===== src/rtl/rr_grant_ctrl.sv =====
// -----------------------------------------------------------------------------
// rr_grant_ctrl
//   Round-robin arbiter for 8 requesters sharing one decoded-select bus.
//   Ownership is bounded to MAX_HOLD consecutive cycles. Every release is
//   followed by one dead cycle, so two grants can never overlap on the bus.
//
//   Handshake: req[i] is a level. Requester i owns the bus in every cycle
//   where gnt[i]=1 (equivalently sel_en=1 and sel=i). Dropping req[i] while
//   granted releases the bus at the next edge. A grant is never revoked
//   early except by the hold-time limit, which is flagged by timeout.
//
// Ports
//   clk      in   clock, rising edge
//   rst      in   asynchronous active-high reset
//   req[7:0] in   request levels, bit i = requester i
//   en       in   arbitration enable; 0 blocks new grants only
//   sel[2:0] out  index of current/last owner (qualify with sel_en)
//   sel_en   out  1 while a grant is active
//   gnt[7:0] out  registered one-hot grant, 0 when no grant is active
//   busy     out  1 in GRANT or RELEASE
//   timeout  out  one-cycle pulse in the RELEASE cycle after a forced release
// -----------------------------------------------------------------------------
module rr_grant_ctrl #(
    parameter int unsigned MAX_HOLD = 16
) (
    input  logic       clk,
    input  logic       rst,
    input  logic [7:0] req,
    input  logic       en,
    output logic [2:0] sel,
    output logic       sel_en,
    output logic [7:0] gnt,
    output logic       busy,
    output logic       timeout
);

    typedef enum logic [1:0] {
        ST_IDLE    = 2'd0,
        ST_GRANT   = 2'd1,
        ST_RELEASE = 2'd2
    } state_t;

    // Counter value seen in the last permitted grant cycle.
    localparam logic [7:0] HOLD_LAST = 8'(MAX_HOLD - 1);

    state_t     state_q, state_d;
    logic [2:0] sel_q, sel_d;
    logic [2:0] ptr_q, ptr_d;
    logic [7:0] cnt_q, cnt_d;
    logic [7:0] gnt_q, gnt_d;
    logic       timeout_q, timeout_d;

    logic [2:0] winner;
    logic       winner_vld;
    logic [2:0] scan_idx;

    // Winner: first set request bit at or after ptr, wrapping 7 -> 0.
    // The 3-bit add provides the wrap for free.
    always_comb begin
        winner     = 3'd0;
        winner_vld = 1'b0;
        scan_idx   = 3'd0;
        for (int i = 0; i < 8; i++) begin
            scan_idx = ptr_q + 3'(i);
            if (!winner_vld && req[scan_idx]) begin
                winner     = scan_idx;
                winner_vld = 1'b1;
            end
        end
    end

    // State register.
    always_ff @(posedge clk or posedge rst) begin
        if (rst) begin
            state_q   <= ST_IDLE;
            sel_q     <= 3'd0;
            ptr_q     <= 3'd0;
            cnt_q     <= 8'd0;
            gnt_q     <= 8'd0;
            timeout_q <= 1'b0;
        end else begin
            state_q   <= state_d;
            sel_q     <= sel_d;
            ptr_q     <= ptr_d;
            cnt_q     <= cnt_d;
            gnt_q     <= gnt_d;
            timeout_q <= timeout_d;
        end
    end

    // Next-state and datapath updates.
    always_comb begin
        state_d   = state_q;
        sel_d     = sel_q;
        ptr_d     = ptr_q;
        cnt_d     = cnt_q;
        timeout_d = 1'b0;
        case (state_q)
            ST_IDLE, ST_RELEASE: begin
                // RELEASE arbitrates with the pointer already moved past the
                // previous owner, so the freshly released requester is last.
                if (en && winner_vld) begin
                    state_d = ST_GRANT;
                    sel_d   = winner;
                    cnt_d   = 8'd0;
                end else begin
                    state_d = ST_IDLE;
                end
            end
            ST_GRANT: begin
                if (!req[sel_q]) begin
                    state_d = ST_RELEASE;
                    ptr_d   = sel_q + 3'd1;
                end else if (cnt_q == HOLD_LAST) begin
                    state_d   = ST_RELEASE;
                    ptr_d     = sel_q + 3'd1;
                    timeout_d = 1'b1;
                end else begin
                    cnt_d = cnt_q + 8'd1;
                end
            end
            default: begin
                state_d = ST_IDLE;
            end
        endcase
    end

    // Output decode. gnt is registered from the next state so the bus sees a
    // clean flop output rather than a decode of state and sel.
    always_comb begin
        gnt_d = 8'd0;
        if (state_d == ST_GRANT) begin
            gnt_d = 8'd1 << sel_d;
        end
    end

    assign sel     = sel_q;
    assign sel_en  = (state_q == ST_GRANT);
    assign busy    = (state_q != ST_IDLE);
    assign gnt     = gnt_q;
    assign timeout = timeout_q;

endmodule


===== config.mk =====
export PLATFORM = sky130hd
export DESIGN_NAME = rr_grant_ctrl
export DESIGN_NICKNAME = d
export VERILOG_FILES = /design/src/rtl/rr_grant_ctrl.sv
export SDC_FILE = /design/constraint.sdc
export NUM_CORES = 1
export LEC_CHECK = 0
export CAP_MARGIN = 20
export CORE_UTILIZATION = 55
export CTS_CLUSTER_SIZE = 24
export DETAILED_ROUTE_END_ITERATION = 10
export PLACE_DENSITY = 0.79
export SYNTH_ARGS = -nofsm -noshare
export SYNTH_HDL_FRONTEND = slang
export SYNTH_SLANG_ARGS = --single-unit

===== constraint.sdc =====
create_clock -name clk -period 10.8 [get_ports clk]
set_input_delay 1.62 -clock clk [delete_from_list [all_inputs] [get_ports clk]]
set_output_delay 1.62 -clock clk [all_outputs]
set_load 0.02 [all_outputs]

==> results.yml, run 1 <==
placed_design:
  gp_congestion: 0.946
  hpwl_um: 3470
  dpl.cell_count: 266
  pre_cts_ws_ns: 6.04
  port_buffers: 24
critical_path:
  rrSetupSlack_ns: 6.28
  cp_cell_sequence: "inv_1 > ha_1 > mux4_2 > mux2_2 > or3_1 > o311a_4 > o211ai_1 > o21ai_1 > and3_1"
  critPathMaxFanout: 18
  crit_type: "register to register"
  crit_end: "gnt[3]"
  cp-startpoint: "ptr_q[0]"
  slowest_delay_ns: 0.86
  worst-path-buf-inv: 1
  worstReg2RegStart: "ptr_q[0]"
  r2r_end: "gnt[3]"
  crit_slowest_cell: "dfrtp_1"
  worstPathRequired_ns: 10.96
  path_delay_family: "multiplexers"
  path_depth: 9
  r2r_cells: 9
  crit_path_end_kind: "register"
  arrival_ns: 4.68
  setup.worst_path.start_class: "register"
routing:
  drt_first_pass_iters: 4
  drc_errors: 0
  postRouteAntennaNets: 0
  vias_per_cell: 6.35
  wl_per_cell_um: 17.0
  vias: 1714
  drtIter0Drc: 242
  routed_wl_um: 4590
yosys:
  syn_inst: 205
  synth_xor_area_share_pct: 3.43
  post-synth-top-count-cell: "dfrtp_1"
  yosysSeqAreaShare_pct: 30.6
  synthAdderAreaFrac_pct: 2.45
  synth-edff-count: 0
  synth_mux_area_share_pct: 22.8
  synth_area_mm2: 0.00204
  yosys-top-cells-count: "25 x dfrtp_1, 16 x nor2_1, 15 x mux2i_1"
  synth.top_cell.area_share_pct: 30.6
  ys_ff_latch: 25
  synth_warnings: 0
  synth_top_family_by_area: "multiplexers"
  async_reset_ff_share_pct: 100
  syn_area_per_cell_um2: 9.96
  synth_nets: 220
  synth_simple_gate_area_share_pct: 19.1
  synth_compound_area_share_pct: 16.7
  yosysTopAreaCell: "dfrtp_1"
  ys_types: 54
  ys_top_cells_by_area: "dfrtp_1 31%, mux4_2 13%, mux2i_1 7.4%, nor2_1 2.9%, nand2_1 2.6%"
  synthFlopType: "dfrtp_1"
timing:
  finalCritPeriodShare_pct: 41.9
  finalWorstSetupSlack_ns: 6.28
  slew_headroom_pct: 40.3
  finalClockSkew_ns: 0.00398
  worst_pin_slew_ns: 0.894
  max_freq_mhz: 221
  setup_tns_ns: 0
  rsz0062_at_grt: "false"
  fin_crit_ns: 4.52
  final-hold-violation-count: 0
  slew_violations: 0
  setup_viol: 0
grt:
  grt_pass1_vias: 1644
  gr-usage-met2_pct: 43.0
  use_met1_pct: 32.9
  grt_max_degree: 26
  antenna_found_initial: 0
  grt_first_pass_wirelength_um: 7850
  grt-ovfl-total: 0
  grt_use_met3_pct: 2.92
  busiest_layer: "met2"
  grtUsageTotal_pct: 25.2
floorplanning:
  start_util_pct: 59.3
  ios: 25
  fp.dieW_um: 62.9
  coreArea_mm2: 0.00344
  die_h_um: 62.9
  num_rows: 21
  dieArea_mm2: 0.00396
clock_network:
  htreeDepth: 1
  clk_latency_ns: 0.26
  clockBufferDepth: 2
  cts_hold_buf: 0
  cts_buffers: 3
  cts_setup_buffers: 0
  path_clk_slew_ns: 0.08
  cts-resized-gates: 0
  cts_root_buffer: "clkbuf_8"
  cts_tree: "yes"
  cts_sinks: 25
final_layout:
  fill_cells: 281
  layout.cells.non_filler: 270
  postLayoutCoreUtil_pct: 67.5
  seqCellArea_um2: 626
  multi_input_area_mm2: 0.00132
  layout-drive-gt1-share_pct: 13.8
  fin_nets: 240
  area_growth_pct: 13.7
  antennaDiodeCount: 0
power:
  power.density_mw_per_mm2: 335
  leakagePower_nw: 0.948
  ir_drop_mv: 0.197
worst_hold_path:
  hold_path_class: "register to register"
run_status:
  status: "completed"
flow_run:
  max-cap-violations: 0
## per-layer routing
layer | routed length, µm | share of wire, %
met1 | 2000 | 44
met2 | 2330 | 51
met3 | 176 | 3.8
met4 | 82 | 1.8
met5 | 0 | 0
## cells in the final DEF, fill, tap and decap left out, types with 4 or more instances in the layout
cell type / count
a21oi_1: 7
and3_1: 5
clkdlybuf4s50_1: 24
dfrtp_1: 25
ha_1: 4
inv_1: 8
mux2_2: 4
mux2i_1: 15
mux4_2: 12
nand2_1: 14
nand2b_1: 4
nand3_1: 5
nor2_1: 16
nor2b_1: 4
nor3_1: 9
o211ai_1: 5
o21ai_0: 9
or3_1: 5
xor2_1: 5
## per-stage QoR
step	cell area [µm²]	total power, mW	hold slack, ns
2_1_floorplan	2040	0.595	0.479
3_3_place_gp	2280	0.706	0.489
3_5_place_dp	2280	0.720	0.520
4_1_cts	2320	0.776	0.532
5_1_grt	2320	0.841	0.548
6_report	2320	0.777	0.521
## layout make-up
class                      count  area share, %
tap                           46           2.48
clock buffer                   4           1.94
timing repair buffer          24           10.3
multi-input combinational    161           56.7
inverter                      10           1.62
sequential                    25           26.9
## worst min path at each step
stage | startpoint | endpoint | slack [ns] | cells after the start
after detailed placement | cnt_q[0] | cnt_q[0] | 0.52 | 1
after CTS | cnt_q[0] | cnt_q[0] | 0.53 | 1
after global placement | cnt_q[0] | cnt_q[0] | 0.49 | 1
after global routing | cnt_q[0] | cnt_q[0] | 0.55 | 1
final | cnt_q[0] | cnt_q[0] | 0.52 | 1
after floorplan | cnt_q[0] | cnt_q[0] | 0.48 | 1
## cell families (layout without fill, tap and decap cells)
kind of cell	Yosys count	in the layout
buffers and inverters	19	38
multiplexers	31	31
AND/OR/NAND/NOR	73	73
XOR/XNOR	8	8
AO/OA/AOI/OAI	45	45
flip-flops	25	25
adder cells (fa/ha/maj)	4	4
## report_power, final
group          internal [mW]  switching, mW
Sequential             0.121         0.0539
Clock                 0.0263         0.0278
Combinational          0.250          0.298
Total                  0.397          0.379
## sequential cells by signal (all words and copies together), names as in the netlist
name	count
cnt_q	8
gnt	8
ptr_q	3
sel	3
state_q	2
timeout	1
(Power assumes the default switching activity.)
==> inputs of run 2 (changes only) <==
==> constraint.sdc (replaced) <==
create_clock -name clk -period 4.36 [get_ports clk]
set_input_delay 0.654 -clock clk [delete_from_list [all_inputs] [get_ports clk]]
set_output_delay 0.654 -clock clk [all_outputs]
set_load 0.02 [all_outputs]
==> run 2 against run 1 <==
Global-route usage is 0.38 points lower. Combinational power increased to 2.7 times the previous value. First-iteration DRC count fell by 21%. Sequential share of layout area shrank 0.43 points. Setup slack lost 5.4 ns. Final cell count rose by 1.9%. Utilization increased by 1.1 points. Sequential power increased by 110%. Clock skew decreased by 0.00078 ns. Die area unchanged. Non-clock buffer count is 5 higher. Largest power group unchanged. Wire length is 0.11% higher.
==> results.yml, run 2 (same netlist as run 1, synthesis figures left out) <==
critical_path:
  arrival_ns: 3.69
  worstReg2RegStart: "ptr_q[0]"
  setup.worst_path.start_class: "input pin"
  critPathMaxFanout: 15
  cp-startpoint: "req[3]"
  crit_type: "input pin to register"
  worstPathRequired_ns: 4.51
  crit_path_end_kind: "register"
timing:
  timing.hold.ws_ns: 0.534
  setup_tns_ns: 0
  rsz0062_at_grt: "false"
  final-hold-violation-count: 0
  slew_violations: 0
  finalClockSkew_ns: 0.00319
  fin_crit_ns: 3.53
  setup_viol: 0
  slew_headroom_pct: 38.5
  finalCritPeriodShare_pct: 81.0
  max_freq_mhz: 283
  worst_pin_slew_ns: 0.921
clock_network:
  htreeDepth: 1
  cts_buffers: 3
  cts_hold_buf: 0
  cts-resized-gates: 0
  cts_tree: "yes"
  cts_sinks: 25
  clk_latency_ns: 0.26
  clockBufferDepth: 2
  cts_setup_buffers: 0
  cts_root_buffer: "clkbuf_8"
  path_clk_slew_ns: 0.08
grt:
  gr-usage-met2_pct: 43.3
  grt_use_met3_pct: 2.37
  grt_first_pass_wirelength_um: 7870
  grtUsageTotal_pct: 24.8
  grt_max_degree: 26
  grt_pass1_vias: 1746
  busiest_layer: "met2"
  use_met1_pct: 32.0
  antenna_found_initial: 0
  grt-ovfl-total: 0
power:
  power.density_mw_per_mm2: 833
  ir_drop_mv: 0.489
  leakagePower_nw: 0.972
routing:
  drc_errors: 0
  drtIter0Drc: 192
  wl_per_cell_um: 16.7
  vias: 1733
  drt_first_pass_iters: 4
  postRouteAntennaNets: 0
  routed_wl_um: 4600
  vias_per_cell: 6.30
floorplanning:
  die_h_um: 62.9
  coreArea_mm2: 0.00344
  num_rows: 21
  dieArea_mm2: 0.00396
  start_util_pct: 59.3
  fp.dieW_um: 62.9
  ios: 25
flow_run:
  max-cap-violations: 0
worst_hold_path:
  hold_path_class: "register to register"
  hold_start: "cnt_q[0]"
final_layout:
  fin_nets: 245
  antennaDiodeCount: 0
  layout_commonest_cell: "dfrtp_1"
  postLayoutCoreUtil_pct: 68.6
  mostFrequentLayoutCells: "25 x dfrtp_1, 24 x clkdlybuf4s50_1, 16 x nor2_1, 15 x mux2i_1, 14 x nand2_1"
  layout-drive-gt1-share_pct: 15.7
  area_growth_pct: 15.6
run_status:
  status: "completed"
placed_design:
  port_buffers: 24
  gp_congestion: 0.946
  hpwl_um: 3520
## run 2: changes by cell type in the layout (fill, tap and decap cells not counted), sizes merged
cell  change
buf       +5
## run 2: critical path, cell delays in order
cell and delay (ns):
clkdlybuf4s50_1 0.53, mux4_2 0.60, nor2_2 0.16, a32oi_1 0.11, or3_1 0.52, o311a_4 0.50, o211ai_1 0.23, o21ai_1 0.16
and3_1 0.22
## run 2: report_power, final
group          switching [mW]  internal [mW]  total (mW)  leakage, nW
logic                   0.824          0.650        1.47        0.618
registers              0.0602          0.302       0.362        0.331
clock network          0.0653         0.0652       0.131       0.0228
## run 2: cell type report
cell class | count | area, µm²
Clock buffer | 4 | 45.0
Multi-Input combinational cell | 161 | 1320
Timing Repair Buffer | 29 | 278
Tap cell | 46 | 57.6
Inverter | 10 | 37.5
Sequential cell | 25 | 626
Fill cell | 291 | 1080
## run 2: metal layers
layer,vias to the layer above,wire (µm)
li1,822,-
met1,837,2010
met2,60,2280
met3,14,200
met4,0,109
met5,-,0
## run 2: path summary, 6_finish.rpt
kind	depth (start not counted)	end	slack (ns)
worst min-delay path	1	cnt_q[0]	0.53
worst max register to register	9	gnt[3]	0.87
worst min register to register	1	cnt_q[0]	0.53
max in group asynchronous	2	state_q[0]	2.91
worst max-delay path	9	gnt[3]	0.83
min in group asynchronous	2	sel[1]	0.89
## run 2: per-stage QoR
stage	instance area, µm²	power [mW]	setup slack [ns]	std cells
global placement	2310	1.79	0.709	271
floorplan	2040	1.47	0.959	205
global route	2360	2.11	0.648	275
CTS	2360	1.96	0.865	275
finish	2360	1.97	0.829	275
detailed placement	2310	1.82	0.598	271
